`src/rtl/regfile_pkg.sv`:
```
// regfile_pkg: shared types and default constants for the multi-port register file.
//   clr_state_t       - clear sequencer states (IDLE, CLEAR)
//   DEF_*             - default parameter values used by regfile_mp
package regfile_pkg;

    typedef enum logic {
        IDLE,
        CLEAR
    } clr_state_t;

    localparam int DEF_DATA_WIDTH    = 32;
    localparam int DEF_ADDRESS_WIDTH = 5;
    localparam int DEF_NUM_READ      = 2;
    localparam int DEF_TAP_REG       = 10;
    localparam int DEF_BYPASS        = 1;

endpackage

```
`src/rtl/regfile_clear_fsm.sv`:
```
// regfile_clear_fsm: sequencer that zeroes registers 1..DEPTH-1, one per cycle.
//   clk, rst     - clock, synchronous active-high reset
//   i_clr_req    - start a clear (ignored while one is running)
//   o_busy       - clear in progress
//   o_clr_done   - one-cycle pulse during the last clear cycle
//   o_clr_we     - write-zero enable for register o_ptr
//   o_ptr        - register being cleared this cycle
module regfile_clear_fsm
    import regfile_pkg::*;
#(
    parameter int ADDRESS_WIDTH = DEF_ADDRESS_WIDTH
) (
    input  logic                     clk,
    input  logic                     rst,
    input  logic                     i_clr_req,
    output logic                     o_busy,
    output logic                     o_clr_done,
    output logic                     o_clr_we,
    output logic [ADDRESS_WIDTH-1:0] o_ptr
);

    localparam logic [ADDRESS_WIDTH-1:0] ONE  = ADDRESS_WIDTH'(1);
    localparam logic [ADDRESS_WIDTH-1:0] LAST = '1;

    clr_state_t                 r_state;
    logic [ADDRESS_WIDTH-1:0]   r_ptr;
    logic                       r_busy;
    logic                       r_done;

    // clr_done is registered, so it is raised on the edge that moves ptr onto LAST.
    always_ff @(posedge clk) begin
        if (rst) begin
            r_state <= IDLE;
            r_ptr   <= '0;
            r_busy  <= 1'b0;
            r_done  <= 1'b0;
        end else begin
            case (r_state)
                IDLE: begin
                    r_done <= 1'b0;
                    if (i_clr_req) begin
                        r_state <= CLEAR;
                        r_ptr   <= ONE;
                        r_busy  <= 1'b1;
                        r_done  <= (ONE == LAST);
                    end
                end
                CLEAR: begin
                    r_ptr <= r_ptr + ONE;
                    if (r_ptr == LAST) begin
                        r_state <= IDLE;
                        r_busy  <= 1'b0;
                        r_done  <= 1'b0;
                    end else begin
                        r_done  <= (r_ptr + ONE == LAST);
                    end
                end
                default: r_state <= IDLE;
            endcase
        end
    end

    assign o_busy     = r_busy;
    assign o_clr_done = r_done;
    assign o_clr_we   = r_busy;
    assign o_ptr      = r_ptr;

endmodule

```
`src/rtl/regfile_mp.sv`:
```
// regfile_mp: register file with NUM_READ combinational read ports, one write port,
// optional write-to-read forwarding, a bulk clear sequencer and a tap mirror.
//   clk, rst   - clock, synchronous active-high reset
//   AD / RD    - packed read addresses / read data, port i uses slice i
//   AD3/WE3/WD3 - write address / request / data (dropped while busy)
//   clr_req    - start clearing registers 1..DEPTH-1
//   busy       - clear in progress
//   clr_done   - pulse on the last clear cycle
//   A0         - registered copy of register TAP_REG
module regfile_mp
    import regfile_pkg::*;
#(
    parameter int DATA_WIDTH    = DEF_DATA_WIDTH,
    parameter int ADDRESS_WIDTH = DEF_ADDRESS_WIDTH,
    parameter int NUM_READ      = DEF_NUM_READ,
    parameter int TAP_REG       = DEF_TAP_REG,
    parameter int BYPASS        = DEF_BYPASS
) (
    input  logic                              clk,
    input  logic                              rst,
    input  logic [NUM_READ*ADDRESS_WIDTH-1:0] AD,
    output logic [NUM_READ*DATA_WIDTH-1:0]    RD,
    input  logic [ADDRESS_WIDTH-1:0]          AD3,
    input  logic                              WE3,
    input  logic [DATA_WIDTH-1:0]             WD3,
    input  logic                              clr_req,
    output logic                              busy,
    output logic                              clr_done,
    output logic [DATA_WIDTH-1:0]             A0
);

    localparam int DEPTH = 2 ** ADDRESS_WIDTH;
    localparam logic [ADDRESS_WIDTH-1:0] TAP = ADDRESS_WIDTH'(TAP_REG);

    logic [DATA_WIDTH-1:0]    r_mem [DEPTH];
    logic [DATA_WIDTH-1:0]    r_a0;
    logic                     w_clr_we;
    logic [ADDRESS_WIDTH-1:0] w_ptr;
    logic                     w_wr;
    logic [DATA_WIDTH-1:0]    w_tap_next;

    regfile_clear_fsm #(
        .ADDRESS_WIDTH(ADDRESS_WIDTH)
    ) u_clear (
        .clk        (clk),
        .rst        (rst),
        .i_clr_req  (clr_req),
        .o_busy     (busy),
        .o_clr_done (clr_done),
        .o_clr_we   (w_clr_we),
        .o_ptr      (w_ptr)
    );

    // Accepted write: excludes address 0 so it can never forward or be stored.
    assign w_wr = WE3 && !busy && (AD3 != '0);

    // Value register TAP will hold after this edge, so A0 never lags the array.
    always_comb begin
        w_tap_next = (w_clr_we && w_ptr == TAP) ? '0 :
                     (w_wr && AD3 == TAP)       ? WD3 : r_mem[TAP];
    end

    always_ff @(posedge clk) begin
        if (rst) begin
            for (int k = 0; k < DEPTH; k++) r_mem[k] <= '0;
            r_a0 <= '0;
        end else begin
            if (w_wr) r_mem[AD3] <= WD3;
            if (w_clr_we) r_mem[w_ptr] <= '0;
            r_a0 <= w_tap_next;
        end
    end

    assign A0 = r_a0;

    for (genvar i = 0; i < NUM_READ; i++) begin : g_rd
        logic [ADDRESS_WIDTH-1:0] w_addr;
        assign w_addr = AD[i*ADDRESS_WIDTH +: ADDRESS_WIDTH];
        assign RD[i*DATA_WIDTH +: DATA_WIDTH] =
            (w_addr == '0)                          ? '0  :
            (BYPASS != 0 && w_wr && w_addr == AD3)  ? WD3 : r_mem[w_addr];
    end

endmodule

```
`config.mk`:
```
export PLATFORM = sky130hd
export DESIGN_NAME = regfile_mp
export DESIGN_NICKNAME = d
export VERILOG_FILES = /design/src/rtl/regfile_pkg.sv /design/src/rtl/regfile_clear_fsm.sv /design/src/rtl/regfile_mp.sv
export SDC_FILE = /design/constraint.sdc
export NUM_CORES = 2
export LEC_CHECK = 0
export BUFFER_PORTS_ARGS = -buffer_cell sky130_fd_sc_hd__buf_2
export CORE_UTILIZATION = 55
export CTS_BUF_LIST = sky130_fd_sc_hd__clkbuf_8 sky130_fd_sc_hd__clkbuf_16
export CTS_CLUSTER_DIAMETER = 30
export DETAILED_ROUTE_END_ITERATION = 12
export GPL_ROUTABILITY_DRIVEN = 0
export PLACE_DENSITY = 0.7
export SYNTH_ARGS = -nofsm -noshare
export SYNTH_HDL_FRONTEND = slang
export SYNTH_SLANG_ARGS = --single-unit
```
`constraint.sdc`:
```
create_clock -name clk -period 4 [get_ports clk]
set_input_delay 0 -clock clk [delete_from_list [all_inputs] [get_ports clk]]
set_output_delay 0 -clock clk [all_outputs]
set_load 0.1 [all_outputs]
```
After elaboration in Yosys (flattened, before gate mapping)
Memories as Yosys holds them, arrays and structs flattened. A register that Yosys moved wholly into a read port is not among the register bits.
Cells that the tools add are included.
W data, S select, Z words.
Cells by class
  add/sub/neg operators: 1
  multipliers: 0
  divide/modulo/power cells: 0
  magnitude comparators: 0
  eq/ne operators: 7
  shifts and indexed selects: 0
  mux-type cells: 28
  bitwise gates (word level): 1
  reduce and logical (&&, ||, !) cells: 13
Operator list (count)
  $mux W32: 6
  $reduce_or A32 Y1: 2
  $mux W1: 15
  $mux W5: 3
  $eq A5 B5 Y1: 2
  $eq A5 B5 Y1 const B: 2
  $logic_not A5 Y1: 2
  $pmux W5 S2: 1
  $pmux W1 S2: 3
  $add A5 B1 Y5 const B: 1
  $eq A5 B4 Y1 const B: 1
  $logic_and A1 B1 Y1: 5
  $reduce_bool A5 Y1: 1
  $ne A2 B2 Y1 const B: 2
  $reduce_and A2 Y1: 1
  $reduce_or A2 Y1: 1
  $logic_not A1 Y1: 1
  $not A1 Y1: 1
Storage, ports and cells
  register bits after elaboration: 8
  latch bits: 0
  memory bits (writable): 1024
  bits in read-only memories: 0
  input bits: 51
  output and inout bits: 98
  logic and storage cells: 55
  memories kept: 1
Memory list
  r_mem: words 32, width 32, read ports 3, clocked after Yosys merged registers in 1, wr ports 32, RTL line regfile_mp.sv:35  | logic [DATA_WIDTH-1:0] r_mem [DEPTH];

Logic depth before layout (Yosys ltp)
  depth in word-level cells: 9
  depth in mapped cells: 10
  depth with buffers taken out: 6

By module
A second synthesis with hierarchy kept.
Second synthesis, totals
  cell total of the unflattened synthesis: 6467
  area, all modules: 58884.0 µm²
By module, submodules not included
  regfile_mp: times used 1, cells an instance 6424, area each 58472.3 µm², seq. area each 21140.3 µm²
  regfile_clear_fsm: times used 1, cells an instance 43, area each 411.6 µm², seq. area each 160.2 µm²

Worst setup path before layout
OpenSTA, ideal clock, no wires.
  path kind: flip-flop to output port
  start: register u_clear.r_busy (netlist: u_clear.o_busy)
  end: output RD[44]
  data arrival time: 4.102 ns
  data required time: 4.000 ns
  path slack: -0.102 ns
  cell stages (with the launch flop): 7
  buffers on the path: 1
  path through: dfxtp_1 inv_1 nand3_1 or3_1 buf_2 nand2_1 o311ai_1
On the way
  word-level cells in the longest chain between the ends: 6
RTL lines
  from (decl): RTL line regfile_clear_fsm.sv:27  | logic r_busy;
  from (signal assigned): RTL line regfile_clear_fsm.sv:35  | r_busy <= 1'b0;
  from (signal assigned): RTL line regfile_clear_fsm.sv:44  | r_busy <= 1'b1;
  from (signal assigned): RTL line regfile_clear_fsm.sv:52  | r_busy <= 1'b0;
  $logic_not A1 Y1: RTL line regfile_mp.sv:55  | assign w_wr = WE3 && !busy && (AD3 != '0);
  $logic_and A1 B1 Y1 (2 in series): RTL line regfile_mp.sv:55
  $logic_and A1 B1 Y1: RTL line regfile_mp.sv:81  | (BYPASS != 0 && w_wr && w_addr == AD3) ? WD3 : r_mem[w_addr];
  $mux W32: RTL line regfile_mp.sv:81
  $mux W32: RTL line regfile_mp.sv:80  | (w_addr == '0) ? '0 :
  to (decl): RTL line regfile_mp.sv:22  | output logic [NUM_READ*DATA_WIDTH-1:0] RD,
No other way between the ends.

Worst setup path after layout
  start: register u_clear.r_busy (netlist: u_clear.o_busy)
  end: output RD[33]
The elaborated chain is that of the path after synthesis.

==> results_dict.tcl <==
set metrics [dict create \
    place_ws_ps 813 \
    design.core.area_mm2 0.0999 \
    power.total_mw 34.7 \
    grt_pass1_vias 40400 \
    vias 40800 \
    powerDensity_mw_per_mm2 527 \
    synth_largest_area_cell "edfxtp_1" \
    dieWidth_um 319 \
    drtPass1Iterations 6 \
    grt_pass1_wl_um 280000 \
    cts_tree "done" \
    die_y_um 319 \
    yosysWarningCount 0 \
    synth_sequential_area_ratio_pct 57.0 \
    die_area_mm2 0.102 \
    end_kind "primary output" \
    drt_wl_total_um 197000 \
    synthCells 4084 \
    path_class "reg2out" \
    tightest_slew_ps 1290 \
    fmax_mhz 254 \
    synth_top_area_share_pct 55.5 \
    antenna_found_initial 2 \
    fin_setup_tns_ps 0 \
    row_count 116 \
    cts.path.max_buffers 3 \
    cts_buffers 206 \
    synth_area_mm2 0.0554 \
    slew_violations 0 \
    ir_drop_mv 0.416 \
    rsz0062_at_grt "false" \
    final_nets 4341 \
    crit_fanout 14 \
    synth_area_leaders "edfxtp_1 56%, mux4_2 17%, nor2_1 7.3%, mux2i_1 6.1%, clkbuf_1 1.7%" \
    maxCapViolCount 0 \
    grt_max_degree 59 \
    layout-drive-gt1-share_pct 27.3 \
    ys_types 71 \
    synth.avg_cell_area_um2 13.6 \
    period_share_pct 98.4 \
    track_usage_pct 38.7 \
    r2r_cells 6 \
    viasPerCell 7.07 \
    postCtsSetupBuffers 0 \
    drc 0 \
    layout_setup_ws_ps 64.3 \
    detailed_place_hpwl_um 125000 \
    cts-root-buf "clkbuf_16" \
    htree_levels 4 \
    drtIter0Drc 6520 \
    synthArstFlopShare_pct 0 \
    slew_headroom_pct 13.7 \
    io_pins 149 \
    start_util_pct 55.5 \
    grt_overflow 0 \
    cellLeakagePower_nw 24.8 \
    setup_viol 0 \
    ant_nets 0 \
    synth_edf_count 1024 \
    clkLatencyLatePin_ps 810 \
    clock-skew-final_ps 30.2 \
    hold_ws_ps 106 \
    hold_violations 0 \
    area_growth_pct 18.9 \
    ys.flop_type "edfxtp_1" \
    required_ps 4000 \
    portBuffers 148 \
    numClockSinks 1064 \
    fin_crit_ps 3940 \
    cp.arrival_ps 3940 \
    cp-start-kind "flip-flop" \
    run_status "complete, no violations" \
    clk_pin_slew_ps 40 \
    synth_seq_cells 1064 \
    hp-class "in2reg" \
    wire_per_inst_um 34.2 \
    holdPathStages 4 \
]
synthesized netlist by cell type (3+ instances only):
master       n
xnor2_1      5
nand3b_1     5
a221oi_1   104
nand2b_1    13
a22oi_1      9
and3_1       7
o21bai_1     3
nand4_1      6
nand3_1     45
a21oi_1    100
nor4_1       4
nor3b_1      8
edfxtp_1  1024
o21a_1       5
nor2b_1      9
mux2i_1    335
nand2_4      5
buf_6       52
o22ai_1     13
buf_2       80
a221o_1     28
xor2_1       6
a211oi_1    26
mux2_2       5
buf_4       28
or2_2        7
nor2_1    1081
inv_1       39
clkinv_1     5
nand2_1    159
dfxtp_1     40
nor3_1      27
nor4bb_1     3
ha_1         3
buf_1       13
clkbuf_1   256
o221ai_1     4
o21ai_0     41
a311oi_1     9
mux4_2     426
a31oi_1     12
cells in the final DEF (no fill, tap or decap), types with 7 or more instances in the layout:
cell type,Yosys,final
nor2_1,1081,1080
edfxtp_1,1024,1024
mux4_2,426,426
mux2i_1,335,335
clkbuf_16,0,209
buf_4,28,169
buf_2,80,113
nand2_1,159,111
a221oi_1,104,104
a21oi_1,100,100
buf_12,0,72
inv_1,39,56
nand2_2,0,48
nand3_1,45,42
dfxtp_1,40,40
o21ai_0,41,40
dlygate4sd3_1,0,35
clkinv_2,0,32
conb_1,1,32
a221o_1,28,28
clkinv_1,5,27
a211oi_1,26,26
nor3_1,27,26
clkinvlp_4,0,26
bufinv_16,0,25
clkinv_4,0,23
inv_6,0,21
nand2b_1,13,13
o22ai_1,13,13
a31oi_1,12,12
a22oi_1,9,9
a311oi_1,9,9
and3_1,7,7
or2_2,7,7
nor3b_1,8,7
worst max-delay path, stage by stage, from the launching register on:
cell and delay, ps:
dfxtp_1 590, inv_1 270, nand3_1 160, or3_1 900, o21ai_0 180, a21oi_1 500, buf_2 530
metal layers:
layer	wire, µm	global-route usage [%]	vias up
li1	-	-	16000
met1	63400	47.8	20300
met2	89600	58.9	3659
met3	27000	10.5	863
met4	16800	28.2	4
met5	15	0	-
final cells by class:
cell class | instances | area [µm²]
fillers | 6931 | 34000
flip-flops and latches | 1064 | 31600
multi-input cells | 2576 | 21700
clock buffers | 214 | 5300
repair buffers | 395 | 3710
clock inverters | 172 | 1740
well taps | 1298 | 1620
inverters | 44 | 165
diodes | 1 | 2.50
state kept, by name, indices dropped and copies added, names as in the netlist:
| signal | count |
|---|---|
| A0 | 32 |
| r_mem | 1024 |
| u_clear.o_busy | 1 |
| u_clear.o_clr_done | 1 |
| u_clear.o_ptr | 5 |
| u_clear.r_state | 1 |
power by group:
group	leakage [nW]	switching (mW)	internal [mW]
combinational	10.4	3.02	1.43
clock	3.46	6.10	11.3
sequential	10.9	0.251	12.7
total	24.8	9.37	25.3
path summary, 6_finish.rpt:
kind,to,slack [ps],from
worst max-delay path,RD[33],60,u_clear.o_busy
worst min-delay path,A0[0],110,WD3[0]
worst max register to register,r_mem[14][21],690,u_clear.o_busy
worst min register to register,A0[20],590,r_mem[10][20]
cell families (layout without fill, tap and decap cells):
family	count (synthesis)	count (layout)	synth area share, %
other	1	33	0.00677
XOR/XNOR	11	11	0.174
AND/OR/NAND/NOR	1392	1392	10.1
buffers and inverters	475	825	4.32
flip-flops	1064	1064	57.0
multiplexers	766	766	23.5
AO/OA/AOI/OAI	372	372	4.85
adder cells (fa/ha/maj)	3	3	0.0678
through the flow:
| stage | cells | util, % | cell area (µm²) |
|---|---|---|---|
| CTS | 5763 | 65.9 | 65800 |
| finish | 5764 | 65.9 | 65800 |
| global route | 5763 | 65.9 | 65800 |
| detailed placement | 5342 | 58.5 | 58400 |
| floorplan | 4115 | - | 55500 |
| global placement | 5342 | 58.5 | 58400 |
what timing repair did:
action,4_1_cts,5_1_grt
hold buffers,35,0
hold endpoints to repair,718,0
setup endpoints to repair,0,0
gates resized for setup,0,0
Power figures use the tool's default switching activity.
